`src/rtl/game_pkg.sv`:
```
// Shared types, colour constants and the box-overlap test for the game core.
package game_pkg;

    typedef enum logic [1:0] {
        SCR_START    = 2'd0,
        SCR_PLAY     = 2'd1,
        SCR_GAMEOVER = 2'd2,
        SCR_HIT      = 2'd3
    } screen_e;

    localparam logic [2:0] COLOR_BLACK = 3'd0;

    // Coordinates are zero-extended to 16 bits; sums use 17 bits so nothing wraps.
    function automatic logic box_overlap(
        input logic [15:0] ax,
        input logic [15:0] ay,
        input logic [15:0] aw,
        input logic [15:0] ah,
        input logic [15:0] bx,
        input logic [15:0] by,
        input logic [15:0] bw,
        input logic [15:0] bh
    );
        logic ov_x;
        logic ov_y;
        ov_x = ({1'b0, ax} + {1'b0, aw} > {1'b0, bx})
            && ({1'b0, bx} + {1'b0, bw} > {1'b0, ax});
        ov_y = ({1'b0, ay} + {1'b0, ah} > {1'b0, by})
            && ({1'b0, by} + {1'b0, bh} > {1'b0, ay});
        return ov_x && ov_y;
    endfunction

endpackage

```
`src/rtl/game_core_bcd_counter.sv`:
```
// Saturating multi-digit BCD counter with synchronous clear and increment.
module bcd_counter
    import game_pkg::*;
#(
    parameter int DIGITS = 2
) (
    input  logic                  clk,
    input  logic                  rst,
    input  logic                  clr,
    input  logic                  en,
    output logic [4*DIGITS-1:0]   q
);

    logic [4*DIGITS-1:0] cnt_q;
    logic [4*DIGITS-1:0] cnt_d;
    logic                all_nine;
    logic                carry;

    always_comb begin
        cnt_d    = cnt_q;
        carry    = 1'b1;
        all_nine = 1'b1;
        for (int i = 0; i < DIGITS; i++) begin
            all_nine = all_nine && (cnt_q[4*i +: 4] == 4'd9);
        end
        if (clr) begin
            cnt_d = '0;
        end else if (en && !all_nine) begin
            for (int i = 0; i < DIGITS; i++) begin
                if (carry) begin
                    if (cnt_q[4*i +: 4] == 4'd9) begin
                        cnt_d[4*i +: 4] = 4'd0;
                    end else begin
                        cnt_d[4*i +: 4] = cnt_q[4*i +: 4] + 4'd1;
                        carry           = 1'b0;
                    end
                end
            end
        end
    end

    always_ff @(posedge clk or posedge rst) begin
        if (rst) begin
            cnt_q <= '0;
        end else begin
            cnt_q <= cnt_d;
        end
    end

    assign q = cnt_q;

endmodule

```
`src/rtl/game_core.sv`:
```
// Multi-ghost game logic: screen FSM, score/lives, collisions and pixel compositing.
module game_core
    import game_pkg::*;
#(
    parameter int N_GHOSTS     = 4,
    parameter int SPRITE_W     = 4,
    parameter int SPRITE_H     = 4,
    parameter int X_W          = 8,
    parameter int Y_W          = 7,
    parameter int SCORE_DIGITS = 2,
    parameter int LIVES        = 3,
    parameter int HIT_FRAMES   = 8
) (
    input  logic                      CLOCK_50,
    input  logic                      reset,
    input  logic                      startGame,
    input  logic                      frame_tick,
    input  logic [X_W-1:0]            player_x,
    input  logic [Y_W-1:0]            player_y,
    input  logic [N_GHOSTS*X_W-1:0]   ghost_x,
    input  logic [N_GHOSTS*Y_W-1:0]   ghost_y,
    input  logic [N_GHOSTS-1:0]       ghost_valid,
    input  logic [N_GHOSTS-1:0]       ghost_bad,
    input  logic                      wall_hit,
    input  logic                      pix_en,
    input  logic [X_W-1:0]            x_vga,
    input  logic [Y_W-1:0]            y_vga,
    input  logic [2:0]                sprite_color,
    input  logic [2:0]                background_color,
    input  logic [2:0]                startscreen_color,
    input  logic [2:0]                gameover_color,
    input  logic [N_GHOSTS*3-1:0]     ghost_color,
    output logic [2:0]                color_vga,
    output logic [1:0]                s_screen,
    output logic [N_GHOSTS-1:0]       ghost_respawn,
    output logic [4*SCORE_DIGITS-1:0] score_bcd,
    output logic [2:0]                lives,
    output logic                      s_game_over,
    output logic                      collisionDetect
);

    localparam int HCW = $clog2(HIT_FRAMES + 1);

    screen_e             scr_q, scr_d;
    logic [HCW-1:0]      hit_cnt_q, hit_cnt_d;
    logic [2:0]          lives_q, lives_d;
    logic [N_GHOSTS-1:0] respawn_q, respawn_d;
    logic                game_over_q, game_over_d;
    logic                coll_q, coll_d;
    logic [2:0]          color_q, color_d;
    logic                score_clr, score_inc;

    logic [N_GHOSTS-1:0] ghost_ov, ghost_pix;
    logic [N_GHOSTS-1:0] bad_ov, good_ov;
    logic [N_GHOSTS-1:0] bad_sel, good_sel, pix_sel;
    logic [2:0]          ghost_col;
    logic                player_pix;

    for (genvar i = 0; i < N_GHOSTS; i++) begin : g_ghost
        logic [X_W-1:0] gx;
        logic [Y_W-1:0] gy;
        assign gx = ghost_x[X_W*i +: X_W];
        assign gy = ghost_y[Y_W*i +: Y_W];
        assign ghost_ov[i] = ghost_valid[i] & box_overlap(
            16'(player_x), 16'(player_y), 16'(SPRITE_W), 16'(SPRITE_H),
            16'(gx), 16'(gy), 16'(SPRITE_W), 16'(SPRITE_H));
        assign ghost_pix[i] = ghost_valid[i] & box_overlap(
            16'(x_vga), 16'(y_vga), 16'd1, 16'd1,
            16'(gx), 16'(gy), 16'(SPRITE_W), 16'(SPRITE_H));
    end

    assign player_pix = box_overlap(
        16'(x_vga), 16'(y_vga), 16'd1, 16'd1,
        16'(player_x), 16'(player_y), 16'(SPRITE_W), 16'(SPRITE_H));

    // x & -x isolates the lowest set bit: lowest index wins.
    assign bad_ov   = ghost_ov & ghost_bad;
    assign good_ov  = ghost_ov & ~ghost_bad;
    assign bad_sel  = bad_ov & (~bad_ov + N_GHOSTS'(1));
    assign good_sel = good_ov & (~good_ov + N_GHOSTS'(1));
    assign pix_sel  = ghost_pix & (~ghost_pix + N_GHOSTS'(1));

    always_comb begin
        ghost_col = COLOR_BLACK;
        for (int i = 0; i < N_GHOSTS; i++) begin
            if (pix_sel[i]) ghost_col = ghost_color[3*i +: 3];
        end
    end

    always_comb begin
        scr_d     = scr_q;
        hit_cnt_d = hit_cnt_q;
        lives_d   = lives_q;
        respawn_d = '0;
        coll_d    = coll_q;
        score_clr = 1'b0;
        score_inc = 1'b0;
        if (frame_tick) begin
            coll_d = (scr_q == SCR_PLAY) && wall_hit;
            unique case (scr_q)
                SCR_START: begin
                    if (startGame) begin
                        scr_d     = SCR_PLAY;
                        lives_d   = 3'(LIVES);
                        respawn_d = '1;
                        score_clr = 1'b1;
                    end
                end
                SCR_PLAY: begin
                    if ((|bad_ov) || wall_hit) begin
                        lives_d   = lives_q - 3'd1;
                        respawn_d = bad_sel;
                        if (lives_q == 3'd1) begin
                            scr_d = SCR_GAMEOVER;
                        end else begin
                            scr_d     = SCR_HIT;
                            hit_cnt_d = HCW'(HIT_FRAMES);
                        end
                    end else if (|good_ov) begin
                        score_inc = 1'b1;
                        respawn_d = good_sel;
                    end
                end
                SCR_HIT: begin
                    hit_cnt_d = hit_cnt_q - HCW'(1);
                    if (hit_cnt_q <= HCW'(1)) begin
                        hit_cnt_d = '0;
                        scr_d     = SCR_PLAY;
                    end
                end
                SCR_GAMEOVER: begin
                    if (startGame) scr_d = SCR_START;
                end
            endcase
        end
        game_over_d = (scr_d == SCR_GAMEOVER);
    end

    // Compositing looks at the pre-update state so a coincident tick has no effect.
    always_comb begin
        color_d = color_q;
        if (pix_en) begin
            if (scr_q == SCR_START) begin
                color_d = startscreen_color;
            end else if (scr_q == SCR_GAMEOVER) begin
                color_d = gameover_color;
            end else if (player_pix
                         && !(scr_q == SCR_HIT && hit_cnt_q[0])) begin
                color_d = sprite_color;
            end else if (|ghost_pix) begin
                color_d = ghost_col;
            end else begin
                color_d = background_color;
            end
        end
    end

    always_ff @(posedge CLOCK_50 or posedge reset) begin
        if (reset) begin
            scr_q       <= SCR_START;
            hit_cnt_q   <= '0;
            lives_q     <= 3'(LIVES);
            respawn_q   <= '0;
            game_over_q <= 1'b0;
            coll_q      <= 1'b0;
            color_q     <= COLOR_BLACK;
        end else begin
            scr_q       <= scr_d;
            hit_cnt_q   <= hit_cnt_d;
            lives_q     <= lives_d;
            respawn_q   <= respawn_d;
            game_over_q <= game_over_d;
            coll_q      <= coll_d;
            color_q     <= color_d;
        end
    end

    bcd_counter #(
        .DIGITS(SCORE_DIGITS)
    ) u_score (
        .clk (CLOCK_50),
        .rst (reset),
        .clr (score_clr),
        .en  (score_inc),
        .q   (score_bcd)
    );

    assign color_vga       = color_q;
    assign s_screen        = scr_q;
    assign ghost_respawn   = respawn_q;
    assign lives           = lives_q;
    assign s_game_over     = game_over_q;
    assign collisionDetect = coll_q;

endmodule

```
`config.mk`:
```
export PLATFORM = sky130hd
export DESIGN_NAME = game_core
export DESIGN_NICKNAME = d
export VERILOG_FILES = /design/src/rtl/game_pkg.sv /design/src/rtl/game_core_bcd_counter.sv /design/src/rtl/game_core.sv
export SDC_FILE = /design/constraint.sdc
export NUM_CORES = 1
export LEC_CHECK = 0
export BUFFER_PORTS_ARGS = -buffer_cell sky130_fd_sc_hd__buf_2
export CAP_MARGIN = 5
export CELL_PAD_IN_SITES_DETAIL_PLACEMENT = 0
export CELL_PAD_IN_SITES_GLOBAL_PLACEMENT = 1
export CORE_MARGIN = 2
export CORE_UTILIZATION = 48
export DETAILED_ROUTE_END_ITERATION = 12
export PLACE_DENSITY = 0.95
export SLEW_MARGIN = 0
export SYNTH_ARGS = -nofsm -noshare
export SYNTH_HDL_FRONTEND = slang
export SYNTH_SLANG_ARGS = --single-unit
```
`constraint.sdc`:
```
create_clock -name CLOCK_50 -period 5 [get_ports CLOCK_50]
set_input_delay 0.75 -clock CLOCK_50 [delete_from_list [all_inputs] [get_ports CLOCK_50]]
set_output_delay 0.75 -clock CLOCK_50 [all_outputs]
set_load 0.02 [all_outputs]
```
==> metrics.txt <==
synthesized net count 1499; met2 Usage GRT 0.502; DP HPWL 23700 um; Ys Warns 0; Final Non-Filler Cells 1485; Cell Area, Synth 8930 sq um; number of nets in the layout 1659; Via-to-Cell Ratio 6.19; Max Freq 234 MHz; CTS tree done; layout cells sized above 1 0.153; All-Layer GR Usage 0.289; vias 9191; Slew headroom 0.308; Max-cap violations 0; Reg clk slew, reported paths 0.06 ns; final setup vio count 0; I/O pin count 150; Peak VDD IR 176 uV; type of the worst min-delay path flip-flop to flip-flop; drt pass-1 iters 7; Die Wd 140 um; initial antenna violation count 4; Num CTS Buffers 3; clock skew 0.00358 ns; top_reg_cell synth dfrtp_1; GRT busiest layer met2; Iteration-0 DRC Markers 557; DRC viols 0; Inst Count DP 1477; CTS root buf clkbuf_16; status finished, final reports clean; Worst-Margin Slew 1.04 ns; initial core utilization 0.494; first-pass GRT wire length 46000 um; Chip Height 140 um; hold path depth 2; post-cts sizing count 0; Worst EP required 5.15 ns; Worst EP arrival 4.41 ns; Worst Setup Start Kind input port; CTS sink count 26; FF+latch count, synth 26; postcts setup bufs 0; vias in the first global route 9226; Max clock buf depth 2; largest net degree at the start of global routing 27; top cell type's share of synthesized area 0.389; CP Capture Type flip-flop; Area growth syn-to-layout 13.5%; hold buffer count at cts 0; met1 usage 0.359; post-route ant nets 0; Final min period 4.26 ns; Yosys cell types 78; Leak 5.20 nW; Yosys top cell by area ha_1; Rows 49; full die area 19700 sq um; PwrDens 173 nW/um^2; pins over their slew limit 0; Final TNS setup 0 ns; crit share post-route 0.853; WL final 28800 um; total gr overflow 0; final hold viol count 0; mean area per synthesized cell 8.17 sq um; Async SR Flop Fraction 1.00; crit-path max FO 13; Placer Congestion 0.966; RSZ-0062 raised after global routing false; input/output buffers 149; top post-synthesis cells by area ha_1, dfrtp_1, inv_1; Post-Synthesis Cells 1093; htree depth 1; Worst-Skew Late Latency 0.26 ns; WL/cell 19.4 um; met3 usage 0.0366; EDFF count, synth 0; type of the worst setup path input port to flip-flop; Worst Reg-to-Reg Cells 5; Core Box Area 18100 sq um; sequential fraction of the synthesis area 0.0731
routing by layer:
layer / routed length, um / vias up
li1: - / 4488
met1: 12100 / 4251
met2: 13400 / 356
met3: 1910 / 96
met4: 1360 / 0
met5: 0 / -
critical path: stages:
cell       delay (ns)
buf_2            0.27
ha_1             0.23
and3_1           0.20
nand3_1          0.10
xnor2_1          0.50
ha_1             0.38
nand2_1          0.08
o32ai_1          0.07
a21oi_1          0.18
o21ai_0          0.12
a2111oi_2        0.76
and3b_1          0.28
and3b_1          0.16
o32a_1           0.32
metrics by stage:
step | area, sq um | util | hold slack (ns) | power (mW) | setup slack [ns]
floorplan | 8930 | - | 0.515 | 1.11 | 1.41
CTS | 10100 | 0.560 | 0.515 | 1.74 | 0.809
finish | 10100 | 0.560 | 0.520 | 1.75 | 0.736
global placement | 10000 | 0.554 | 0.499 | 1.47 | 0.661
detailed placement | 10000 | 0.554 | 0.501 | 1.49 | 0.533
global route | 10100 | 0.560 | 0.548 | 1.91 | 0.582
sequential cells by signal (all words and copies together) (netlist names):
register / count
collisionDetect: 1
color_vga: 3
ghost_respawn: 4
hit_cnt_q: 4
lives: 3
s_game_over: 1
s_screen: 2
u_score.q: 8
layout by cell type, fill, tap and decap left out, types with 6 or more instances in the layout:
master,count
a31oi_1,11
nand4_1,36
o211ai_1,11
a2111oi_0,6
o31ai_1,11
o22ai_1,8
nor2b_1,27
nand2_1,50
a21o_1,18
o21a_1,39
mux2i_1,7
nor3_1,26
buf_2,149
xnor2_1,35
nor2_1,46
o21ai_0,46
a21oi_1,50
o211a_1,7
ha_1,278
dfrtp_1,24
nand3_1,72
inv_1,112
nand2b_1,12
and3_1,13
xor2_1,12
a211oi_1,21
buf_4,11
area by class of cell:
class,count,area [sq um]
Multi-Input combinational cell,949,7830
Clock buffer,3,75.1
Sequential cell,26,653
Antenna cell,4,10.0
Inverter,113,424
Timing Repair Buffer,160,828
Tap cell,229,287
Clock inverter,1,30.0
Fill cell,1724,7950
synthesized netlist by cell type (all sizes together), types with 5 or more instances:
master   number
a2111oi       7
a211oi       21
a21o         18
a21oi        50
a31oi        11
and2          5
and3         16
dfrtp        24
ha          278
inv         113
mux2i         7
nand2        50
nand2b       12
nand3        74
nand4        37
nor2         47
nor2b        27
nor3         29
o2111ai       5
o211a         7
o211ai       12
o21a         39
o21ai        46
o22ai        11
o31ai        11
o32ai         5
xnor2        35
xor2         12
cells by family after synthesis:
kind of cell,after synthesis,share of synthesized area
simple gates,322,0.193
compound gates,293,0.238
fa+ha+maj,278,0.389
buf+inv,118,0.0504
xor+xnor,47,0.0461
flops,26,0.0731
mux,9,0.0104
power breakdown:
group	leakage [nW]	total, mW	switching, mW	internal [mW]
Clock	0.0511	0.235	0.0760	0.159
Combinational	4.81	1.18	0.690	0.488
Sequential	0.337	0.339	0.0746	0.264
path summary, 6_finish.rpt:
check,start,end,slack [ns]
worst min register to register,lives[1],lives[1],0.52
min in group asynchronous,reset,ghost_respawn[2],0.73
worst max register to register,s_screen[0],u_score.q[4],2.32
worst max-delay path,y_vga[0],color_vga[2],0.74
worst min-delay path,lives[1],lives[1],0.52
max in group asynchronous,reset,hit_cnt_q[3],3.64
Note: power is estimated with default switching activity, not from simulation.
